**src/rtl/unconfig_int_pkg.sv**
```systemverilog
// Shared definitions for the nibble-serial subtractor.
// Holds the default operand width, the slice width processed per cycle,
// the resulting slice count and the controller state type.
package unconfig_int_pkg;

  localparam int unsigned DEFAULT_WIDTH = 32;
  localparam int unsigned DEFAULT_NIB   = 4;
  localparam int unsigned NUM_NIB       = DEFAULT_WIDTH / DEFAULT_NIB;

  typedef enum logic [1:0] {
    IDLE = 2'd0,
    RUN  = 2'd1,
    DONE = 2'd2
  } state_e;

endpackage

```
**src/rtl/ripple_adder_4bit.sv**
```systemverilog
// 4-bit adder with carry-in and carry-out.
// Ports:
//   A, B  - 4-bit addends
//   Cin   - carry in
//   Sum   - 4-bit sum
//   Cout  - carry out
module ripple_adder_4bit (
  output logic [3:0] Sum,
  output logic       Cout,
  input  logic [3:0] A,
  input  logic [3:0] B,
  input  logic       Cin
);

  assign {Cout, Sum} = {1'b0, A} + {1'b0, B} + {4'b0000, Cin};

endmodule

```
**src/rtl/unconfig_int_sub_seq.sv**
```systemverilog
// Sequential subtractor: computes c = a - b one NIB-bit slice per cycle,
// LSB first, as a + ~b + 1 through a single 4-bit adder.
// Ports:
//   clk, rst             - clock, synchronous active-high reset
//   in_valid / in_ready  - operand handshake (a = minuend, b = subtrahend)
//   out_valid / out_ready- result handshake
//   c                    - difference modulo 2^WIDTH
//   borrow               - unsigned a < b
//   overflow             - signed a - b out of range
// NIB must match the adder slice width (4).
module unconfig_int_sub_seq
  import unconfig_int_pkg::*;
#(
  parameter int unsigned WIDTH = unconfig_int_pkg::DEFAULT_WIDTH,
  parameter int unsigned NIB   = unconfig_int_pkg::DEFAULT_NIB
) (
  input  logic             clk,
  input  logic             rst,
  input  logic             in_valid,
  output logic             in_ready,
  input  logic [WIDTH-1:0] a,
  input  logic [WIDTH-1:0] b,
  output logic             out_valid,
  input  logic             out_ready,
  output logic [WIDTH-1:0] c,
  output logic             borrow,
  output logic             overflow
);

  localparam int unsigned NumNib = WIDTH / NIB;
  localparam int unsigned CntW   = (NumNib > 1) ? $clog2(NumNib) : 1;
  localparam logic [CntW-1:0] LastCnt = CntW'(NumNib - 1);

  state_e            state_q, state_d;
  logic [WIDTH-1:0]  a_q, a_d;
  logic [WIDTH-1:0]  b_q, b_d;
  logic [WIDTH-1:0]  c_q, c_d;
  logic [CntW-1:0]   cnt_q, cnt_d;
  logic              carry_q, carry_d;
  logic              borrow_q, borrow_d;
  logic              overflow_q, overflow_d;

  logic [NIB-1:0]    a_slice;
  logic [NIB-1:0]    b_slice;
  logic [NIB-1:0]    sum_slice;
  logic              slice_cout;

  assign a_slice = a_q[cnt_q*NIB +: NIB];
  assign b_slice = b_q[cnt_q*NIB +: NIB];

  // Subtraction as a + ~b with the carry register seeded to 1 on acceptance.
  ripple_adder_4bit u_adder (
    .Sum  (sum_slice),
    .Cout (slice_cout),
    .A    (a_slice),
    .B    (~b_slice),
    .Cin  (carry_q)
  );

  assign in_ready  = (state_q == IDLE) && !rst;
  assign out_valid = (state_q == DONE) && !rst;
  assign c         = c_q;
  assign borrow    = borrow_q;
  assign overflow  = overflow_q;

  always_comb begin
    state_d    = state_q;
    a_d        = a_q;
    b_d        = b_q;
    c_d        = c_q;
    cnt_d      = cnt_q;
    carry_d    = carry_q;
    borrow_d   = borrow_q;
    overflow_d = overflow_q;

    unique case (state_q)
      IDLE: begin
        if (in_valid && in_ready) begin
          a_d        = a;
          b_d        = b;
          c_d        = '0;
          cnt_d      = '0;
          carry_d    = 1'b1;
          borrow_d   = 1'b0;
          overflow_d = 1'b0;
          state_d    = RUN;
        end
      end

      RUN: begin
        c_d[cnt_q*NIB +: NIB] = sum_slice;
        carry_d               = slice_cout;
        if (cnt_q == LastCnt) begin
          cnt_d      = '0;
          state_d    = DONE;
          // Final slice carries the result MSB, so flags use it directly.
          borrow_d   = ~slice_cout;
          overflow_d = (a_q[WIDTH-1] != b_q[WIDTH-1]) &&
                       (sum_slice[NIB-1] != a_q[WIDTH-1]);
        end else begin
          cnt_d = cnt_q + 1'b1;
        end
      end

      DONE: begin
        if (out_ready) begin
          state_d = IDLE;
        end
      end

      default: begin
        state_d = IDLE;
      end
    endcase
  end

  always_ff @(posedge clk) begin
    if (rst) begin
      state_q    <= IDLE;
      a_q        <= '0;
      b_q        <= '0;
      c_q        <= '0;
      cnt_q      <= '0;
      carry_q    <= 1'b0;
      borrow_q   <= 1'b0;
      overflow_q <= 1'b0;
    end else begin
      state_q    <= state_d;
      a_q        <= a_d;
      b_q        <= b_d;
      c_q        <= c_d;
      cnt_q      <= cnt_d;
      carry_q    <= carry_d;
      borrow_q   <= borrow_d;
      overflow_q <= overflow_d;
    end
  end

endmodule

```
**config.mk**
```make
export PLATFORM = sky130hd
export DESIGN_NAME = unconfig_int_sub_seq
export DESIGN_NICKNAME = d
export VERILOG_FILES = /design/src/rtl/unconfig_int_pkg.sv /design/src/rtl/ripple_adder_4bit.sv /design/src/rtl/unconfig_int_sub_seq.sv
export SDC_FILE = /design/constraint.sdc
export NUM_CORES = 1
export LEC_CHECK = 0
export CAP_MARGIN = 30
export CORE_UTILIZATION = 55
export CTS_CLUSTER_SIZE = 14
export DETAILED_ROUTE_END_ITERATION = 10
export PLACE_DENSITY = 0.85
export SLEW_MARGIN = 20
export SYNTH_ARGS = -nofsm -noshare
export SYNTH_HDL_FRONTEND = slang
export SYNTH_SLANG_ARGS = --single-unit
```
**constraint.sdc**
```tcl
create_clock -name clk -period 4.5 [get_ports clk]
set_input_delay 0.45 -clock clk [delete_from_list [all_inputs] [get_ports clk]]
set_output_delay 0.45 -clock clk [all_outputs]
set_load 0.02 [all_outputs]
```
Yosys cells after proc, flatten, opt, wreduce, memory -nomap -nowiden
Cells that the tools add are included.

word-level totals
  output and inout bits = 36
  register bits = 104
  word-level logic and storage cells = 54
  bits of input ports = 68

cells by class
  equal/unequal tests = 8
  bitwise gates (word level) = 2
  shift operators = 4
  multiplexer cells = 17
  reductions and logical operators = 11
  add/subtract/negate cells = 4

operators with widths
  kind                       count
  $pmux W32 S2               1
  $shiftx A32 B6 Y4          2
  $neg A5 Y34                1
  $shift A4 B34 Y32 const A  1
  $shiftx A4 B34 Y32         1
  $bwmux W32                 1
  $mux W32                   1
  $mux W2                    3
  $mux W3                    2
  $pmux W1 S2                3
  $pmux W2 S3                1
  $pmux W3 S2                1
  $reduce_and A3 Y1          2
  $add A4 B4 Y5              1
  $add A5 B1 Y5              1
  $logic_and A1 B1 Y1        4
  $mux W1                    4
  $ne A2 B2 Y1 const B       2
  $not A4 Y4                 1
  $reduce_and A2 Y1          2
  $add A3 B1 Y3 const B      1
  $eq A3 B3 Y1 const B       1
  $eq A2 B1 Y1 const B       1
  $eq A2 B2 Y1 const B       1
  6 further kinds            7

Longest topological paths before layout
  depth after elaboration = 8
  depth in mapped cells = 12
  gate-level depth less buffers = 10

Modules after synthesis
A second synthesis with hierarchy kept.

unflattened totals
  cell total of the unflattened synthesis = 514
  area total of the unflattened synthesis = 4772.1 µm²

modules (own cells, without submodules)
  module                instances  area each (µm²)  cells each
  unconfig_int_sub_seq  1          4628.2           498
  ripple_adder_4bit     1          143.9            16

Least setup slack after synthesis
No wires, ideal clock.

  path kind = flip-flop to flip-flop
  start = reg cnt_q[1]
  end = reg borrow_q, in the netlist borrow
  arrival = 2.827 ns
  library setup time = 0.068 ns
  clock period less this slack = 2.895 ns
  slack = 1.605 ns
  stages on the path, launching flop included = 12
  path through = dfxtp_1 -> buf_2 -> clkbuf_1 -> mux4_2 -> mux2i_1 -> fa_1 -> inv_1 -> fa_1 -> a21o_1 -> a211oi_1 -> nand2_1 -> a21oi_2

on the way
  cells in the longest elaborated chain, start to end = 7

ends and longest elaborated chain
  element                   line                         RTL
  start: declaration        unconfig_int_sub_seq.sv:38   logic [CntW-1:0] cnt_q, cnt_d;
  start signal: assignment  unconfig_int_sub_seq.sv:132  cnt_q <= cnt_d;
  $shiftx A32 B6 Y4         unconfig_int_sub_seq.sv:49   assign b_slice = b_q[cnt_q*NIB +: NIB];
  $not A4 Y4                unconfig_int_sub_seq.sv:56   .B (~b_slice),
  $add A4 B4 Y5             ripple_adder_4bit.sv:15      assign {Cout, Sum} = {1'b0, A} + {1'b0, B} + {4'b0000, Cin};
  $add A5 B1 Y5             ripple_adder_4bit.sv:15
  $not A1 Y1                unconfig_int_sub_seq.sv:97   borrow_d = ~slice_cout;
  $mux W1                   unconfig_int_sub_seq.sv:93   if (cnt_q == LastCnt) begin
  $pmux W1 S2               unconfig_int_sub_seq.sv:76   unique case (state_q)
  end signal: assignment    unconfig_int_sub_seq.sv:134  borrow_q <= borrow_d;
  end: declaration          unconfig_int_sub_seq.sv:40   logic borrow_q, borrow_d;

Several ways; a longest one is shown, not always the timed one. The select of a mux whose other input is x is not followed.
A chain may end at the register's enable or synchronous reset.

Worst setup path after layout
  start = reg cnt_q[0]
  end = reg c_q[3], in the netlist c[3]

on the way
  cells in the longest elaborated chain, start to end = 7

ends and longest elaborated chain
  element                 line                         RTL
  $shiftx A32 B6 Y4       unconfig_int_sub_seq.sv:49
  $not A4 Y4              unconfig_int_sub_seq.sv:56
  $add A4 B4 Y5           ripple_adder_4bit.sv:15
  $add A5 B1 Y5           ripple_adder_4bit.sv:15
  $shiftx A4 B34 Y32      unconfig_int_sub_seq.sv:91   c_d[cnt_q*NIB +: NIB] = sum_slice;
  $bwmux W32 (*)          unconfig_int_sub_seq.sv:91
  $pmux W32 S2 (*)        unconfig_int_sub_seq.sv:76
  end signal: assignment  unconfig_int_sub_seq.sv:122  c_q <= '0;
  end signal: assignment  unconfig_int_sub_seq.sv:131  c_q <= c_d;
  end: declaration        unconfig_int_sub_seq.sv:37   logic [WIDTH-1:0] c_q, c_d;

Every way passes the cells marked *; elsewhere a longest branch is shown, timed or not.

==> flow_summary.ini <==
[timing]
worst_slack_ns = 1.042
rsz0062_at_grt = no
whs_ns = 0.4814
min_period_over_period_pct = 76.84
final_hold_viol_count = 0
setup_violations = 0
relSlewSlack_pct = 40.11
final.min_clock_period_ns = 3.458
skew_ns = 0.01376
tns_ns = 0
fmax_ghz = 0.2892
worstMarginPinSlew_ns = 0.8923
final_max_slew_viol_count = 0

[yosys]
synth_top_cell_by_area = dfxtp_1
synthArstFlopShare_pct = 0
yosysWarnings = 0
synth.avg_cell_area_sq_um = 9.394
syn_area_sq_um = 4866
synth_area_leaders = dfxtp_1 (43%), nand2_1 (11%), mux4_2 (7.4%)
synth_cell_types = 46
syn_nets = 598
synth_top_area_share_pct = 42.79
synth_seq_cells = 104
synthFlopType = dfxtp_1
ys_seq_area_share_pct = 42.79
synthCells = 518
synth_edf_count = 0

[setup_path]
rr_worst_depth = 8
cp_max_fo = 21
rr_endpoint = c[3]$_SDFFE_PP0P_
cp_cell_sequence = buf_4, mux4_2, mux2i_1, ha_1, and3b_1, o21ai_1, nand3_1, a21oi_1
r2r_slack_ns = 1.04
critPathSlowestCell = o21ai_1
required_ns = 4.79
crit_buf_inv = 1
critical_path_class = reg2reg
max_stage_delay_ns = 0.71
start_kind = flip-flop
arrival_ns = 3.75
critical-path-top-delay-family = compound AO/OA/AOI/OAI gates
endpoint_kind = flip-flop
rr_startpoint = cnt_q[0]$_SDFFE_PP0P_

[worst_hold_path]
hp-class = reg2reg
min-delay-start = c[19]$_SDFFE_PP0P_
holdPathEnd = c[19]$_SDFFE_PP0P_
whs_path_depth = 2

[power]
ir_drop_mv = 0.1842
switching_share_pct = 28.54
power.clock.fraction_pct = 29.4
p_leak_nw = 2.508
p_sw_mw = 0.5688
pwr-share-seq_pct = 51.2
p_int_mw = 1.424
comb_power_share_pct = 19.4
powerDensity_nw_per_um2 = 329.0

[clocking]
cts_buffers = 9
cts_sinks = 104
cts_root_buffer = clkbuf_8
clkSlewWorstSetupHoldPaths_ns = 0.09
post_cts_buffers = 0
insertion_delay_ns = 0.38
cts_tree = yes
clock_path_buffers = 2
post_cts_resized = 0
hold_buffers = 0
h-tree-depth = 3

[run_status]
status = finished clean

[place]
portBuffers = 103
place_congestion = 0.8832
place_hpwl_um = 7915
place_ws_ns = 1.098
placedCellCount = 691

[drt]
viasPerCell = 5.826
vias = 4119
wl_per_cell_um = 16.37
post-route-drc-count = 0
totalWireLength_um = 11570
first_pass_iters = 6
ant_nets = 0
drtIter0Drc = 227

[layout]
layout-drive-gt1-share_pct = 12.62
fill_cells = 621
nets = 678
regArea_sq_um = 2082
fin_util_pct = 72.26
finalNonFillerCells = 707
antenna_cells = 0
multi_input_area_sq_um = 2542
area_growth_pct = 24.48

[global_routing]
grt-ovfl-total = 0
grt_pass1_vias = 3984
grt_util_all_layers_pct = 27.03
grt_first_pass_wirelength_um = 19020
antenna_found_initial = 0
grt_max_degree = 107

[floorplan]
io_pins = 104
die_w_um = 96.06
rows = 33
initial_core_util_pct = 58.05
coreArea_sq_um = 8382
die_area_sq_um = 9228
die_h_um = 96.06

[flow_run]
cap_violations = 0
[power by group through the flow]
stage / logic [mW] / clock network (mW) / registers (mW)
2_1_floorplan: 0.256 / 0 / 1.03
3_3_place_gp: 0.366 / 0 / 1.04
3_5_place_dp: 0.378 / 0 / 1.04
4_1_cts: 0.382 / 0.588 / 1.02
5_1_grt: 0.418 / 0.624 / 1.03
6_report: 0.387 / 0.586 / 1.02
[cells in the mapped netlist (2+ instances only)]
library cell and instances:
a21o_1 2, a21oi_1 7, a22oi_1 18, a31oi_1 7, a32oi_1 6, and2_0 2, and3b_1 2, buf_2 13
buf_6 7, clkbuf_1 18, dfxtp_1 104, fa_1 2, ha_1 10, inv_1 5, mux2i_1 7, mux4_2 16
nand2_1 147, nand3_1 9, nand3b_1 38, nand3b_2 30, nand4b_1 2, nor2_1 36, nor3_1 3, nor3b_1 3
or3_1 2, or4bb_1 2
[per-stage QoR]
| stage | area, sq um | power (mW) |
|---|---|---|
| global route | 6057 | 2.068 |
| finish | 6057 | 1.993 |
| CTS | 6030 | 1.988 |
| detailed placement | 5834 | 1.418 |
| floorplan | 4866 | 1.281 |
| global placement | 5834 | 1.403 |
[kinds of logic (layout without fill, tap and decap cells)]
family                     Yosys count  in the layout  share of synthesized area, %
buffers and inverters               45            129                         4.963
muxes                               24             24                         9.077
DFF                                104            104                         42.79
and+or+nand+nor                    286            286                         32.73
adders and majority gates           12             12                         3.394
xor gates and xnor gates             1              1                        0.1800
AOI/OAI and AO/OA                   46             46                         6.865
[cells in the final DEF, fill, tap and decap left out, drive strengths merged, types with 3 or more instances in the layout]
cell and n:
a21oi 8, a22oi 18, a31oi 7, a32oi 6, buf 6, clkbuf 10, clkdlybuf4s50 102, clkinv 4
dfxtp 104, ha 10, inv 6, mux2i 7, mux4 16, nand2 147, nand3 9, nand3b 68
nand4b 3, nor2 36, nor3 3, nor3b 4
[cell type report]
cell class	count	share of cell area [%]
clock buffers	10	2.272
multi-input cells	369	41.97
inverters	6	0.3718
flip-flops and latches	104	34.37
clock inverters	5	0.9502
repair buffers	108	17.89
well taps	105	2.169
[sequential cells by signal, indices dropped and copies added, names as in the netlist]
name      cells
overflow      1
state_q       2
borrow        1
c            32
cnt_q         3
b_q          32
a_q          32
carry_q       1
[worst register-to-register path, cell delays in order (launching register included)]
cell and delay (ns):
dfxtp_1 0.59, buf_4 0.37, mux4_2 0.55, mux2i_1 0.26
ha_1 0.29, and3b_1 0.18, o21ai_1 0.71, nand3_1 0.21
a21oi_1 0.21
[worst max-delay path by stage]
stage / from / endpoint / cells after the start
floorplan: cnt_q[1]$_SDFFE_PP0P_ / borrow$_SDFFE_PP0P_ / 11
detailed placement: cnt_q[0]$_SDFFE_PP0P_ / c[3]$_SDFFE_PP0P_ / 8
global route: cnt_q[0]$_SDFFE_PP0P_ / c[15]$_SDFFE_PP0P_ / 8
finish: cnt_q[0]$_SDFFE_PP0P_ / c[3]$_SDFFE_PP0P_ / 8
global placement: cnt_q[0]$_SDFFE_PP0P_ / overflow$_SDFFE_PP0P_ / 8
CTS: cnt_q[0]$_SDFFE_PP0P_ / c[3]$_SDFFE_PP0P_ / 8
[metal layers]
| metal | track usage (%) | share of wire, % | vias to the layer above |
|---|---|---|---|
| met5 | 0 | 0 | - |
| met2 | 44.21 | 49 | 175 |
| met4 | 13.06 | 2.2 | 0 |
| li1 | - | - | 1952 |
| met3 | 4.028 | 5.7 | 21 |
| met1 | 34.97 | 43 | 1971 |
Note: power is estimated with default switching activity, not from simulation.
==> patch (config.mk and constraints unchanged) <==
Take the reset off `c_q` and load it in a clocked block of its own.
--- a/src/rtl/unconfig_int_sub_seq.sv
+++ b/src/rtl/unconfig_int_sub_seq.sv
@@ -121,3 +121,2 @@
       b_q        <= '0;
-      c_q        <= '0;
       cnt_q      <= '0;
@@ -130,3 +129,2 @@
       b_q        <= b_d;
-      c_q        <= c_d;
       cnt_q      <= cnt_d;
@@ -138,2 +136,6 @@
 
+  always_ff @(posedge clk) begin
+    c_q <= c_d;
+  end
+
 endmodule
Function: differs if rst is asserted again (counterexample within 4 cycles, from zero or initial values and one cycle with rst high); with rst held inactive, the same outputs for 10 cycles.
==> patch against the unedited design <==
Clock power decreased by 12%; sequential cell count unchanged; setup slack improved by 0.095 ns; sequential share of layout area increased by 4.0 points; wire length decreased by 2.2%; fmax increased by 2.8%; largest power group unchanged; final area increased by 3.2%; area after synthesis increased by 3.0%; hold slack got worse by 0.0031 ns; count of clock-buffer cells in the layout increased by 2; core utilization decreased by 0.91 points; critical path type unchanged; combinational power increased by 40%; power increased by 9.3%.
==> patch: results (changes against the unedited design) <==
hpwl dp 7890 microns (-0.38%); final hold slack 0.478 ns (-0.00311 ns); Seq/Total Area, Yosys 0.479 (+0.0513); GRT Util Overall 0.242 (-0.0282); drt pass-1 iters 7 (+1); routed vias/inst 5.67 (-2.7%); Max IR drop VDD 0.000176 V (-4.3%); RD Place Congestion 0.825 (-6.6%); Worst path max stage delay 0.56 ns (-0.15 ns); clk slew on worst S/H paths 0.09 ns (about the same); area of placed instances 6060 sq um (+3.9%); mux cell area share after synthesis 0.0878 (-0.00292); top post-synthesis cells by area dfxtp_1 29%, edfxtp_1 19%, nand2_1 12%, nand3b_1 9.7%, mux4_2 7.2%; worst hold endpoint b_q[25]$_SDFFE_PP0P_; most frequent cells after synthesis 161 x nand2_1, 72 x dfxtp_1, 65 x nand3b_1, 32 x edfxtp_1, 28 x nor2_1; worst-path fanout max 21 (unchanged); FF-to-FF End c[27]$_SDFFCE_PN0P_; share of cells above drive strength 1 0.0821 (-0.0441); initial antenna violation count 0 (unchanged); HP Start b_q[25]$_SDFFE_PP0P_; largest net degree at the start of global routing 75 (-30%); met2 usage 0.403 (-0.0386); M3 GR Usage 0.0388 (-0.00144); syn nets 611 (+2.2%); routed wire length 11300 microns (-2.2%); first-pass GRT wire length 18800 microns (-1.3%); Inst Count DP 712 (+3.0%); Via Count 4133 (+0.34%); metal3 WL 780 microns (+19%); M1 GR Usage 0.318 (-0.0313); kind of cell adding the most delay to the critical path simple AND/OR/NAND/NOR gates; DRT iter0 DRCs 236 (+4.0%); Worst Clk Skew 0.0120 ns (-0.00174 ns); clk_lat worst skew 0.37 ns; total CTS buffers 9 (unchanged); fin util 0.714 (-0.00905); vias in the first global route 4021 (+0.93%); xor/xnor share of the synthesized area 0.00499 (+0.00319); Post-synth EDFFs 32 (+32); Critical R2R Launch cnt_q[0]$_SDFFE_PP0P_; Top Metal Used met4; P_leak 2.53 nW (+0.88%); filler instances 645 (+3.9%); Distinct cells, synth 42 (-8.7%); post-synthesis compound-gate area fraction 0.0591 (-0.00951); final critical-path setup slack 1.14 ns (+0.0950 ns); Worst Path Arrival 3.54 ns (-0.21 ns); synth warn 0 (unchanged); Adder-Cell Fraction of Synth Area 0.0329 (-0.00100); WL met2 5550 microns (-2.4%); Root Driver clkbuf_8; length of routed wiring on met1 4770 microns (-4.1%); outcome complete, no violations; mean post-synth cell area 9.44 sq um (+0.51%); Slew @ Worst Pin 0.769 ns (-0.124 ns); Crit-path slowest cell dfxtp_1; Worst R2R Path Depth 11 (+3); Final Net Count 696 (+2.7%); ANT cells 0 (unchanged)
[patch: cell count changes in the layout (fill, tap and decap cells not counted), moves of 8 or more]
cell / delta
a22oi_1: -17
nand2_1: +13
nand3b_2: -30
nand3b_1: +27
dfxtp_1: -32
nor2_1: -8
edfxtp_1: +32
a21oi_1: +18
[patch: cell type report]
class,instances,area share
multi-input cells,384,0.388
flip-flops and latches,104,0.384
repair buffers,110,0.176
inverters,7,0.00420
well taps,108,0.0216
clock buffers,12,0.0216
clock inverters,4,0.00480
[patch: power breakdown]
| group | switching, W | leakage [nW] | total [W] | internal (W) |
|---|---|---|---|---|
| combinational | 0.000285 | 1.53 | 0.000540 | 0.000255 |
| clock | 0.000310 | 0.0810 | 0.000514 | 0.000204 |
| sequential | 0.0000571 | 0.915 | 0.00112 | 0.00107 |
[patch: worst min-delay path: stages (launching register included)]
cell	delay, ns
dfxtp_1	0.32
nand3b_1	0.08
nand2_1	0.05
